`src/rtl/mux_nto1_stream.sv`:
```
// N-to-1 valid/ready stream mux. Channel selection is fixed or round-robin.
// The output is a single-entry register, and a counter tracks output handshakes.
module mux_nto1_stream #(
  parameter int WIDTH = 8,
  parameter int SEL_W = 2
) (
  input  logic                      clk,
  input  logic                      rst_n,
  input  logic [(WIDTH<<SEL_W)-1:0] in_data,
  input  logic [(1<<SEL_W)-1:0]     in_valid,
  output logic [(1<<SEL_W)-1:0]     in_ready,
  input  logic [SEL_W-1:0]          sel,
  input  logic                      rr_en,
  output logic [WIDTH-1:0]          out_data,
  output logic                      out_valid,
  input  logic                      out_ready,
  output logic [SEL_W-1:0]          out_chan,
  output logic [15:0]               xfer_count
);
  localparam int N = 1 << SEL_W;

  logic [SEL_W-1:0] r_ptr;
  logic             r_outValid;
  logic [WIDTH-1:0] r_outData;
  logic [SEL_W-1:0] r_outChan;
  logic [15:0]      r_xferCount;

  logic             w_rrFound;
  logic [SEL_W-1:0] w_rrChan;
  logic             w_load;
  logic [SEL_W-1:0] w_chan;
  logic             w_hasGrant;
  logic [N-1:0]     w_ready;
  logic             w_xfer;
  logic             w_drain;
  logic [WIDTH-1:0] w_chanData;

  // Find the first valid channel at or after the pointer. The loop walks from
  // the far end, so the nearest offset is the last value written and wins.
  always_comb begin
    w_rrFound = 1'b0;
    w_rrChan  = r_ptr;
    for (int k = N - 1; k >= 0; k--) begin
      if (in_valid[r_ptr + SEL_W'(k)]) begin
        w_rrFound = 1'b1;
        w_rrChan  = r_ptr + SEL_W'(k);
      end
    end
  end

  always_comb begin
    w_load     = !r_outValid || out_ready;
    w_chan     = rr_en ? w_rrChan : sel;
    w_hasGrant = rr_en ? w_rrFound : 1'b1;
    w_ready    = '0;
    if (rst_n && w_hasGrant && w_load) begin
      w_ready[w_chan] = 1'b1;
    end
    w_xfer     = in_valid[w_chan] && w_ready[w_chan];
    w_drain    = r_outValid && out_ready;
    w_chanData = in_data[w_chan*WIDTH +: WIDTH];
  end

  always_ff @(posedge clk or negedge rst_n) begin
    if (!rst_n) begin
      r_outValid <= 1'b0;
      r_outData  <= '0;
      r_outChan  <= '0;
    end else if (w_xfer) begin
      r_outValid <= 1'b1;
      r_outData  <= w_chanData;
      r_outChan  <= w_chan;
    end else if (w_load) begin
      r_outValid <= 1'b0;
    end
  end

  // Only round-robin grants advance the pointer; fixed-mode traffic leaves it alone.
  always_ff @(posedge clk or negedge rst_n) begin
    if (!rst_n) begin
      r_ptr <= '0;
    end else if (w_xfer && rr_en) begin
      r_ptr <= w_chan + SEL_W'(1);
    end
  end

  always_ff @(posedge clk or negedge rst_n) begin
    if (!rst_n) begin
      r_xferCount <= '0;
    end else if (w_drain) begin
      r_xferCount <= r_xferCount + 16'd1;
    end
  end

  assign in_ready   = w_ready;
  assign out_valid  = r_outValid;
  assign out_data   = r_outData;
  assign out_chan   = r_outChan;
  assign xfer_count = r_xferCount;

endmodule
```
`config.mk`:
```
export PLATFORM = sky130hd
export DESIGN_NAME = mux_nto1_stream
export DESIGN_NICKNAME = d
export VERILOG_FILES = /design/src/rtl/mux_nto1_stream.sv
export SDC_FILE = /design/constraint.sdc
export NUM_CORES = 1
export LEC_CHECK = 0
export ABC_AREA = 1
export BUFFER_PORTS_ARGS = -buffer_cell sky130_fd_sc_hd__buf_2
export CORE_MARGIN = 2
export CORE_UTILIZATION = 49
export CTS_CLUSTER_SIZE = 14
export DETAILED_ROUTE_END_ITERATION = 12
export PLACE_DENSITY = 0.8
export SLEW_MARGIN = 20
export SYNTH_ARGS = -nofsm -noshare
export SYNTH_HDL_FRONTEND = slang
export SYNTH_SLANG_ARGS = --single-unit
export TNS_END_PERCENT = 20
```
`constraint.sdc`:
```
create_clock -name clk -period 2.7 [get_ports clk]
set_clock_uncertainty 0.1 [all_clocks]
set_input_delay 0 -clock clk [delete_from_list [all_inputs] [get_ports clk]]
set_output_delay 0 -clock clk [all_outputs]
set_load 0.01 [all_outputs]
```
Word-level counts from Yosys, hierarchy flattened:

Cells that the tools add are included.

* add/subtract/negate cells: 5
* magnitude comparators: 6
* shift-type cells: 1
* mux-type cells: 27
* reduce and logical (&&, ||, !) cells: 9

Operator list (count)
* 32-bit by 6-bit indexed part select with 8-bit output: 1
* 16-bit by 1-bit adder with 16-bit output, second input constant: 1
* 2-bit by 3-bit < comparator with 1-bit output, second input constant: 5
* 1-bit 2-to-1 mux: 14
* 1-bit binary-select mux with 2-bit select: 6
* 2-bit 2-to-1 mux: 5
* 1-bit logical AND: 6
* 2-bit by 1-bit adder with 2-bit output, second input constant: 2
* 2-bit adder, second input constant: 2
* 4-bit 2-to-1 mux: 1
* 1-bit demux with 2-bit select: 1
* 2-bit by 1-bit >= comparator with 1-bit output, second input constant: 1
* 2-bit nonzero test: 1
* 1-bit logical NOT: 1
* 1-bit logical OR: 1

* flip-flop bits (word level): 29
* bits of input ports: 42
* output and inout port bits: 31
* logic and storage cells: 53

Depth between registers and ports, before layout:

* depth in word-level cells: 17
* depth in mapped cells: 21
* depth with buffers taken out: 18

Worst setup path before layout:

Ideal clock, no wire load.

* path kind: reg2reg
* start point: register r_ptr[0]
* end point: register r_outData[0] (netlist: out_data[0])
* setup time: 117 ps
* arrival: 1729 ps
* data required time: 2483 ps
* slack: 753 ps
* stages on the path, launching flop included: 22
* buffers on the path: 3
* period minus slack after synthesis: 1947 ps
* cell sequence: dfrtp_1 -> buf_6 -> inv_6 -> nand2_1 -> nand2_2 -> nand2_1 -> nand2_1 -> inv_1 -> nand2_2 -> nand3_2 -> nand2_2 -> nand3_2 -> nand2_2 -> buf_6 -> inv_4 -> buf_12 -> nand2_2 -> nand2_1 -> nand2_1 -> nand2_1 -> nand3_1 -> nand2_1

* longest elaborated chain between the ends: 16
* elaborated cells between the ends (all ways): 35
* classes of those cells: add/sub (3); order compare (2); shift (1); mux (25); reduce/logical (4)

RTL lines
* from (decl): line 22 `logic [SEL_W-1:0] r_ptr;`
* from (signal assigned): line 83 `r_ptr <= w_chan + SEL_W'(1);`
* 2-bit adder: line 44, 46
* 1-bit binary-select mux with 2-bit select: line 44 `if (in_valid[r_ptr + SEL_W'(k)]) begin`
* 1-bit 2-to-1 mux (not written as such): line 44
* 2-bit 2-to-1 mux (4 in series): line 44
* 2-bit 2-to-1 mux: line 53 `w_chan = rr_en ? w_rrChan : sel;`
* 2-bit by 3-bit < comparator with 1-bit output (not written as such) / 2-bit by 1-bit >= comparator with 1-bit output (equally long branches): line 57 `w_ready[w_chan] = 1'b1;`
* 1-bit logical AND (not written as such): line 57
* 1-bit 2-to-1 mux (not written as such): line 57
* 1-bit demux with 2-bit select: line 57
* 4-bit 2-to-1 mux: line 56 `if (rst_n && w_hasGrant && w_load) begin`
* 1-bit binary-select mux with 2-bit select: line 59 `w_xfer = in_valid[w_chan] && w_ready[w_chan];`
* 1-bit 2-to-1 mux (not written as such): line 59
* 1-bit logical AND: line 59
* to (signal assigned): line 71 `r_outData <= w_chanData;`
* to (decl): line 24 `logic [WIDTH-1:0] r_outData;`

Several ways; a longest one is shown, not always the timed one. The select of a mux whose other input is x is not followed.
A chain may end at the register's enable or synchronous reset.

Final worst setup path:

* start point: register r_ptr[0]
* end point: register r_outChan[0] (netlist: out_chan[0])

* longest elaborated chain between the ends: 16
* elaborated cells between the ends (all ways): 34
* classes of those cells: add/sub (3); order compare (2); mux (25); reduce/logical (4)

RTL lines
* 2-bit adder: line 44, 46
* 1-bit binary-select mux with 2-bit select: line 44
* 1-bit 2-to-1 mux (not written as such): line 44
* 2-bit 2-to-1 mux (4 in series): line 44
* 2-bit 2-to-1 mux: line 53
* 2-bit by 3-bit < comparator with 1-bit output (not written as such) / 2-bit by 1-bit >= comparator with 1-bit output (equally long branches): line 57
* 1-bit logical AND (not written as such): line 57
* 1-bit 2-to-1 mux (not written as such): line 57
* 1-bit demux with 2-bit select: line 57
* 4-bit 2-to-1 mux: line 56
* 1-bit binary-select mux with 2-bit select: line 59
* 1-bit 2-to-1 mux (not written as such): line 59
* 1-bit logical AND: line 59
* to (signal assigned): line 72 `r_outChan <= w_chan;`
* to (decl): line 25 `logic [SEL_W-1:0] r_outChan;`

Several ways; a longest one is shown, not always the timed one. The select of a mux whose other input is x is not followed.

==> flow_summary.ini <==
[timing]
rsz0062_at_grt = no
setup-violations-final = 0
fmax_ghz = 0.426
fin_crit_sh = 0.869
worst_slew_pin_slew_ns = 0.352
hold_viol_final = 0
relSlewSlack = 0.765
period_minus_slack_ns = 2.35
setup_tns_ns = 0
slew_viol_final = 0
setup_ws_ns = 0.354

[grt]
grt.overflow.total = 0
first_global_vias = 1765
grt_max_degree = 30
grt_pass1_wl_um = 7090
antenna_found_initial = 0
grtUsageTotal = 0.207

[worst_setup_path]
critPathBufInv = 2
crit_arrival_ns = 2.41
criticalPathCategory = reg -> reg
start_kind = register
required_ns = 2.76
critPathMaxFanout = 13
max_stage_delay_ns = 0.50
cpMaxStageDelayCell = dfrtp_1
crit_chain = inv_6 -> nand2_1 -> nand2_1 -> nand2_1 -> nand2_1 -> inv_1 -> nand2_2 -> nand3_2 -> nand2_2 -> nand3_2 -> nand2_2 -> nand2_1 -> nand2_1 -> nand2_1 -> nand2_2 -> nand2_2 -> nand2_1 -> o21ai_1
path_common_cell = nand2_1
cp_top_family = simple AND/OR/NAND/NOR gates
cp-end-kind = register

[power]
intPower_uw = 1350
switching_share = 0.430
ir_worst_vdd_mv = 0.593
seqPwrFrac = 0.285
switchingPower_uw = 1020
p_per_area_mw_per_mm2 = 963
power.share.clock = 0.226
p_leak_uw = 0.00156
combPwrFrac = 0.489

[clock_network]
path_clk_slew_ns = 0.06
cts_sinks = 29
htreeDepth = 2
cts_resized = 0
insertion_delay_ns = 0.28
cts.path.max_buffers = 2
cts_buffers = 5
cts_tree = done
root_buffer = clkbuf_8

[final_layout]
multi_input_area_sq_mm = 0.00101
nets = 403
antenna_cells = 0
layout_commonest_cell = nand2_1
syn_to_final_growth_pct = 26.4
fillers = 361
fin_util = 0.659
regArea_sq_um = 726
drive_gt1_frac = 0.310
layout_common_cells = nand2_1 (133), buf_2 (72), dfrtp_1 (29)

[routing]
drt_iter0_drc = 72
via_count = 1945
final_antenna_net_count = 0
postRouteWirelength_um = 4340
drc = 0
via_per_inst = 4.76
dr.pass1.iters = 4
wl_per_cell_um = 10.6

[floorplan]
ios = 73
core_area_sq_mm = 0.00374
start_util = 0.522
die_h_um = 67.1
die_area_sq_mm = 0.00451
placementRows = 22
fp.dieW_um = 67.1

[logic_synthesis]
yosysSeqAreaShare = 0.372
avgSynthCellArea_sq_um = 6.88
synth_seq_cells = 29
synth_cells = 284
yosysWarnings = 0
synth_area_leaders = dfrtp_1 (37%), nand2_1 (26%), nand3_1 (6.9%)
syn_nets = 327
yosys.cell_types.count = 20
synth_area_leader_cell = dfrtp_1
synth_top_area_share = 0.372
synth_area_sq_mm = 0.00195

[min_path]
hp-class = in -> reg

[place]
hpwl_um = 3290
gp_congestion = 0.870
dpl_worst_slack_ns = 0.409
io_buffers = 72

[flow_run]
cap_violations = 0

[status]
status = finished clean
## Yosys cell counts (all sizes together)
cell,n
inv,29
nand4,5
buf,10
dfrtp,29
nor2,7
xor2,6
o21ai,2
nand2,154
nor3,3
xnor2,9
nand3,29
ha,1
## flip-flops by register name (all words and copies together), names as in the netlist
register / flops
xfer_count: 16
out_valid: 1
out_chan: 2
r_ptr: 2
out_data: 8
## power groups by stage
stage          Clock [uW]  Combinational [uW]  Sequential [uW]
5_1_grt               568                1320              696
3_3_place_gp            0                1130              681
2_1_floorplan           0                 906              704
3_5_place_dp            0                1160              680
4_1_cts               541                1170              676
6_report              538                1160              676
## kinds of logic (layout without fill, tap and decap cells)
group           after synthesis  after routing  synth area share
buf+inv                      39            116             0.110
fa+ha+maj                     1              1           0.00641
compound gates                2              2           0.00513
simple gates                198            198             0.439
flops                        29             29             0.372
xor+xnor                     15             15            0.0673
## layout make-up
type,instances,area share
Multi-Input combinational cell,216,0.410
Sequential cell,29,0.294
Timing Repair Buffer,79,0.170
Inverter,29,0.0471
Clock buffer,5,0.0279
Clock inverter,3,0.0264
Tap cell,48,0.0243
## through the flow
stage	hold slack (ns)	instance area, sq um	std cells	power [uW]
after floorplan	-0.396	1950	284	1610
after global placement	-0.0627	2300	398	1810
after detailed placement	-0.0590	2300	398	1840
after CTS	0.0182	2470	409	2380
after global routing	0.0463	2470	409	2590
final	0.0146	2470	409	2380
## path summary, 6_finish.rpt
kind | from | to | slack, ns | cells after the start
max in group asynchronous | rst_n | xfer_count[12] | 2.06 | 3
hold reg to reg | xfer_count[15] | xfer_count[15] | 0.37 | 1
setup / recovery | r_ptr[0] | out_chan[0] | 0.35 | 18
hold / removal | in_data[22] | out_data[6] | 0.01 | 7
min in group asynchronous | rst_n | xfer_count[0] | 0.18 | 3
setup reg to reg | r_ptr[0] | out_chan[0] | 0.35 | 18
## worst reg2reg max path, cell delays in order (launching register included)
cell	delay, ns
dfrtp_1	0.50
inv_6	0.13
nand2_1	0.05
nand2_1	0.09
nand2_1	0.07
nand2_1	0.10
inv_1	0.06
nand2_2	0.06
nand3_2	0.06
nand2_2	0.06
nand3_2	0.08
nand2_2	0.12
nand2_1	0.06
nand2_1	0.05
nand2_1	0.05
nand2_2	0.18
nand2_2	0.20
nand2_1	0.12
o21ai_1	0.07
## layer usage
layer | track usage | up-vias | share of wire
met4 | 0.0689 | 0 | 0.017
met1 | 0.257 | 883 | 0.45
met2 | 0.353 | 38 | 0.48
li1 | - | 1016 | -
met3 | 0.0500 | 8 | 0.044
met5 | 0 | - | 0
## what timing repair did
action	4_1_cts	5_1_grt
endpoints found under the hold margin	34	0
buffers inserted	0	0
hold buffers	3	0
(Power assumes the default switching activity.)
